<file path="src/rtl/uart_rx_fifo.sv">
// Receive-side FIFO behind uart_rx: stores each byte with its parity/frame flags,
// drains first-word-fall-through via valid/ready, and reports overrun and RTS level.
module uart_rx_fifo #(
    parameter int DATA_BITS = 8,
    parameter int DEPTH     = 16,
    parameter int RTS_HI    = 12,
    parameter int RTS_LO    = 4
) (
    input  logic                      clk,
    input  logic                      reset,
    input  logic [DATA_BITS-1:0]      rx_data,
    input  logic                      data_ready,
    input  logic                      parity_err,
    input  logic                      frame_err,
    output logic [DATA_BITS-1:0]      rd_data,
    output logic                      rd_parity_err,
    output logic                      rd_frame_err,
    output logic                      rd_valid,
    input  logic                      rd_ready,
    output logic [$clog2(DEPTH):0]    count,
    output logic                      full,
    output logic                      overrun,
    input  logic                      clr_overrun,
    output logic                      rts_n
);

    localparam int AW = $clog2(DEPTH);
    localparam int CW = AW + 1;
    localparam int EW = DATA_BITS + 2;

    logic [EW-1:0] r_mem [DEPTH];
    logic [AW-1:0] r_wrPtr;
    logic [AW-1:0] r_rdPtr;
    logic [CW-1:0] r_count;
    logic          r_overrun;
    logic          r_rtsN;

    logic [CW-1:0] w_countNext;
    logic          w_valid;
    logic          w_full;
    logic          w_pop;
    logic          w_push;
    logic          w_drop;

    assign w_valid = (r_count != '0);
    assign w_full  = (r_count == CW'(DEPTH));
    assign w_pop   = w_valid & rd_ready;
    // A pop in the same cycle frees a slot, so a full FIFO can still accept the write.
    assign w_push  = data_ready & (~w_full | w_pop);
    assign w_drop  = data_ready & ~w_push;

    always_comb begin
        w_countNext = r_count;
        if (w_push && !w_pop) begin
            w_countNext = r_count + CW'(1);
        end else if (!w_push && w_pop) begin
            w_countNext = r_count - CW'(1);
        end
    end

    always_ff @(posedge clk) begin
        if (!reset) begin
            r_wrPtr   <= '0;
            r_rdPtr   <= '0;
            r_count   <= '0;
            r_overrun <= 1'b0;
            r_rtsN    <= 1'b0;
        end else begin
            if (w_push) begin
                r_wrPtr <= r_wrPtr + AW'(1);
            end
            if (w_pop) begin
                r_rdPtr <= r_rdPtr + AW'(1);
            end
            r_count <= w_countNext;
            // Setting wins over a simultaneous clear so no drop is ever lost.
            if (w_drop) begin
                r_overrun <= 1'b1;
            end else if (clr_overrun) begin
                r_overrun <= 1'b0;
            end
            if (w_countNext >= CW'(RTS_HI)) begin
                r_rtsN <= 1'b1;
            end else if (w_countNext <= CW'(RTS_LO)) begin
                r_rtsN <= 1'b0;
            end
        end
    end

    always_ff @(posedge clk) begin
        if (w_push) begin
            r_mem[r_wrPtr] <= {frame_err, parity_err, rx_data};
        end
    end

    assign {rd_frame_err, rd_parity_err, rd_data} = r_mem[r_rdPtr];
    assign rd_valid = w_valid;
    assign full     = w_full;
    assign count    = r_count;
    assign overrun  = r_overrun;
    assign rts_n    = r_rtsN;

endmodule

</file>
<file path="config.mk">
export PLATFORM = sky130hd
export DESIGN_NAME = uart_rx_fifo
export DESIGN_NICKNAME = d
export VERILOG_FILES = /design/src/rtl/uart_rx_fifo.sv
export SDC_FILE = /design/constraint.sdc
export NUM_CORES = 1
export LEC_CHECK = 0
export CORE_MARGIN = 8
export CORE_UTILIZATION = 50
export CTS_BUF_LIST = sky130_fd_sc_hd__clkbuf_8
export CTS_CLUSTER_SIZE = 20
export DETAILED_ROUTE_END_ITERATION = 10
export DONT_BUFFER_PORTS = 1
export HOLD_SLACK_MARGIN = 0.06
export PLACE_DENSITY = 0.66
export RECOVER_POWER = 50
export SETUP_SLACK_MARGIN = 0.05
export SYNTH_ARGS = -nofsm -noshare
export SYNTH_HDL_FRONTEND = slang
export SYNTH_SLANG_ARGS = --single-unit
</file>
<file path="constraint.sdc">
create_clock -name clk -period 2.95 [get_ports clk]
set_input_delay 0.295 -clock clk [delete_from_list [all_inputs] [get_ports clk]]
set_output_delay 0.295 -clock clk [all_outputs]
set_load 0.05 [all_outputs]
</file>
==> Word level (Yosys, flattened, before mapping) <==
Memories as Yosys holds them, arrays and structs flattened. A register that Yosys moved wholly into a read port is not among the register bits.
Cells that the tools add are included.
{ "word_totals": {"register_bits": 15, "latchBits": 0, "ram_bits": 160, "rom_bits": 0, "inputBits": 15, "output_inout_bits": 19, "word_cells": 36, "memories": 1} }
{ "mem_list": {"columns": ["name", "words", "width", "read_ports", "rd_clocked_by_memory_dff", "write_ports", "line_no", "rtl"], "rows": [
  ["r_mem", 16, 10, 1, 1, 1, "31", "logic [EW-1:0] r_mem [DEPTH];"]
]} }
{ "op_classes": {"add_sub_neg": 4, "multipliers": 0, "div": 0, "order_cmp": 2, "n_eq_ne": 1, "shifts": 0, "n_mux": 10, "bitwise_logic": 6, "n_reduce_logical": 7} }
{ "op_table": {"columns": ["operator", "n"], "rows": [
  ["two-way mux 5 bit", 2],
  ["adder 4 x 1 -> 4 bit, second input constant", 2],
  ["two-way mux 4 bit", 2],
  ["two-way mux 1 bit", 6],
  ["adder 5 x 1 -> 5 bit, second input constant", 1],
  ["== test 5 bit, second input constant", 1],
  [">= comparator 5 x 4 -> 1 bit, second input constant", 1],
  ["<= comparator 5 x 3 -> 1 bit, second input constant", 1],
  ["nonzero test 5 bit", 1],
  ["subtractor 5 x 1 -> 5 bit, second input constant", 1],
  ["nonzero test 2 bit", 2],
  ["AND 1 bit", 3],
  ["logical AND 1 bit", 2],
  ["logical NOT 1 bit", 2],
  ["inverter 1 bit", 2],
  ["OR 1 bit", 1]
]} }

==> Longest topological paths before layout <==
{ "depth": {"word_depth": 11, "mapped_depth": 8, "mapped_depth_nobuf": 8} }

==> Worst setup path before layout <==
OpenSTA, ideal clock, no wires.
{ "synth_timing": {"kind": "register to register", "from": "register r_count[0] (netlist: count[0])", "to": "memory r_mem[3][0] (netlist name), enable pin", "setup_ns": 0.390, "arrival_ns": 2.507, "required_ns": 2.560, "slack_ns": 0.054, "path_stages_with_launch": 8, "path_buffers": 1, "synth_period_minus_slack_ns": 2.896, "path_cell_list": "dfxtp_1 -> inv_1 -> ha_1 -> or3b_4 -> o31a_1 -> buf_2 -> nand2_1 -> nor3_1"} }
{ "synth_between": {"elab_chain_cells": 6, "word_cells_on_any_way": 8, "cone_classes": "eq/ne (1); mux (2); bitwise (4); reduce/logical (1)"} }
{ "synth_lines": {"columns": ["item", "line_no", "rtl"], "rows": [
  ["start, declared", "34", "logic [CW-1:0] r_count;"],
  ["start signal, assigned", "75", "r_count <= w_countNext;"],
  ["nonzero test 5 bit or == test 5 bit (tied branches)", "45, 46", null],
  ["AND 1 bit or inverter 1 bit (tied branches)", "47, 49", null],
  ["OR 1 bit (*)", "49", "assign w_push = data_ready & (~w_full | w_pop);"],
  ["AND 1 bit (*)", "49", null],
  ["two-way mux 1 bit (*)", "91", "if (w_push) begin"],
  ["two-way mux 1 bit (implied by the code) (*)", "92", "r_mem[r_wrPtr] <= {frame_err, parity_err, rx_data};"],
  ["end, declared", "31", null]
]} }
Mark *: on every way between the ends. The rest lies on a longest branch, timed or not.

==> flow_summary.ini <==
[timing]
finalHoldViolations = 0
tns_ps = 0
worstMarginPinSlew_ps = 861.8
relSlewSlack = 0.4255
period_needed_ps = 2676
setup_viol = 0
fin_worst_skew_ps = 7.970
drv_slew = 0
post-route-period-util = 0.9070
timing.fmax_mhz = 373.7
rsz0062_at_grt = false

[die]
die_h_um = 134.7
row_count = 43
initial_utilization = 0.5094
die-width_um = 134.7
io_pins = 34
dieArea_um2 = 18140
fp.coreArea_um2 = 13830

[yosys]
muxShareOfSynthArea = 0.1661
synth_ff_type = edfxtp_1
ys_ff_latch = 179
synth_edf_count = 160
async_flop_share = 0
synth_compound_area_frac = 0.01492
seq_area_frac_synth = 0.7362
synth_warnings = 0
netlist_area_um2 = 7043
yosys.cell_types.count = 35
synthAdderAreaFrac = 0.01244
syn_nets = 368
yosys.area_share.xor_xnor = 0.009948
avgSynthCellArea_um2 = 20.36
synth_top_family_by_area = multiplexers
yosys.area_share.simple = 0.04566
synthCells = 346

[layout]
n_antenna_cell = 0
multiInputGateArea_um2 = 1748
final_cell_mix = 160 x edfxtp_1, 50 x mux4_2, 26 x buf_4
stdcell_area_um2 = 7950
num-fill-cells = 998
num-nets-final = 415
synthToLayoutAreaGrowth_pct = 12.88
final_core_util = 0.5750
seqCellArea_um2 = 5187
final_layout_size_suffix_gt1_frac = 0.2734
final_common_cell = edfxtp_1

[route]
wire_per_inst_um = 23.59
antenna_left = 0
vias = 3373
drc = 0
finalWirelength_mm = 13.83
drtIter0Drc = 284
viasPerCell = 5.756
firstDrtPassIters = 5

[global_routing]
grt_pass1_vias = 3550
grt_max_degree = 41
track_usage = 0.1602
antenna_found_initial = 0
overflow = 0
grt_first_pass_wirelength_mm = 21.00

[clock_tree]
clkSlewWorstSetupHoldPaths_ps = 80
clock-sinks = 179
clk_path_buf_depth = 2
clock-root-buffer = clkbuf_8
cts_tree = yes
ctsResizeCount = 0
numCtsBuffers = 17
htree_levels = 4
worstSkewPairLatency_ps = 450

[setup_path]
slowest_delay_ps = 680
endpoint_kind = output port
crit_chain = buf_12 > mux4_2 > mux4_2
cp.required_ps = 2650
crit_path_start_kind = flip-flop
critPathSlowestCell = mux4_2
r2r_slack_ps = 330
rr_endpoint = rts_n
reg2reg_from = count[3]
worstPathArrival_ps = 2380
setup.worst_path.class = reg -> out
cp_max_fo = 40
critical_path.most_common_cell = mux4_2
worst-path-buf-inv = 1
cp_top_family = multiplexers
reg2reg_depth = 6

[placed_design]
gp_congestion = 0.7475
postPlaceCellArea_um2 = 7475
io_buffers = 0
hpwl_mm = 8.759

[pwr]
power.total_mw = 5.430
power.density_nw_per_um2 = 683.0
power.leakage_nw = 2.553
irDropWorstVdd_mv = 0.3637

[outcome]
status = completed

[run]
maxCapViolCount = 0

[worst_hold_path]
hp-class = in -> reg
hp-start = data_ready
whs_endpoint = count[4]
holdPathStages = 2
==> final cells by class <==
class | instances | area share
flip-flops and latches | 179 | 0.6525
repair buffers | 44 | 0.04737
multi-input cells | 143 | 0.2199
well taps | 180 | 0.02833
clock inverters | 15 | 0.01873
clock buffers | 17 | 0.02943
inverters | 8 | 0.003777
==> stage by stage <==
step	instances	worst slack [ps]	hold slack (ps)
detailed placement	541	702.8	394.7
floorplan	346	53.56	393.9
global placement	541	721.9	394.7
CTS	586	204.7	69.23
global route	586	150.2	77.19
finish	586	274.4	93.76
==> cell usage after synthesis (3+ instances only) <==
library cell / count / area [um2]
and2_1: 7 / 43.79
buf_2: 5 / 25.02
clkbuf_1: 9 / 33.78
dfxtp_1: 19 / 380.4
edfxtp_1: 160 / 4805
ha_1: 7 / 87.58
inv_1: 8 / 30.03
mux2i_1: 3 / 30.03
mux4_2: 50 / 1126
nand2_1: 13 / 48.80
nand2b_1: 4 / 25.02
nand4_1: 3 / 18.77
nor2_1: 17 / 63.81
nor3_1: 6 / 30.03
o21ai_0: 3 / 15.01
xnor2_1: 7 / 61.31
==> kinds of logic (layout without fill, tap and decap cells) <==
logic type | count (synthesis) | after routing
and+or+nand+nor | 61 | 61
muxes | 54 | 54
xor gates and xnor gates | 8 | 8
adders and majority gates | 7 | 7
DFF | 179 | 179
buffers and inverters | 24 | 84
AOI/OAI and AO/OA | 13 | 13
==> power breakdown <==
group	leakage, nW	total, mW	switching, mW	internal [mW]
logic	0.749	0.947	0.559	0.387
clock network	0.203	1.62	0.808	0.814
registers	1.60	2.86	0.0498	2.81
total	2.55	5.43	1.42	4.01
==> worst max path at each step <==
| stage | startpoint | end | slack [ps] | cells past startpoint |
|---|---|---|---|---|
| 4_1_cts | flip-flop | rd_data[6] | 200 | 3 |
| 6_report | flip-flop | rd_data[2] | 270 | 3 |
| 2_1_floorplan | count[0] | r_mem[3][0] | 50 | 7 |
| 5_1_grt | count[3] | rts_n | 150 | 6 |
| 3_3_place_gp | flip-flop | rd_data[7] | 720 | 3 |
| 3_5_place_dp | count[3] | r_mem[11][6] | 700 | 5 |
==> registers in the layout, summed over array words and instances, names as in the netlist, named ones only <==
name / flops
r_mem: 160
r_wrPtr: 4
r_rdPtr: 4
overrun: 1
count: 5
rts_n: 1
==> repair_timing <==
| action | 4_1_cts | 5_1_grt |
|---|---|---|
| hold endpoints to repair | 178 | 0 |
| hold buffers | 13 | 0 |
| setup buffers | 0 | 0 |
==> per-layer routing <==
metal / vias to the layer above / wire length [um] / track usage
met5: - / 0 / 0
met3: 14 / 652 / 0.04012
li1: 1486 / - / -
met4: 0 / 209 / 0.05614
met2: 86 / 6886 / 0.2552
met1: 1787 / 6078 / 0.2100
No activity file was read; power rests on OpenSTA's default activity.
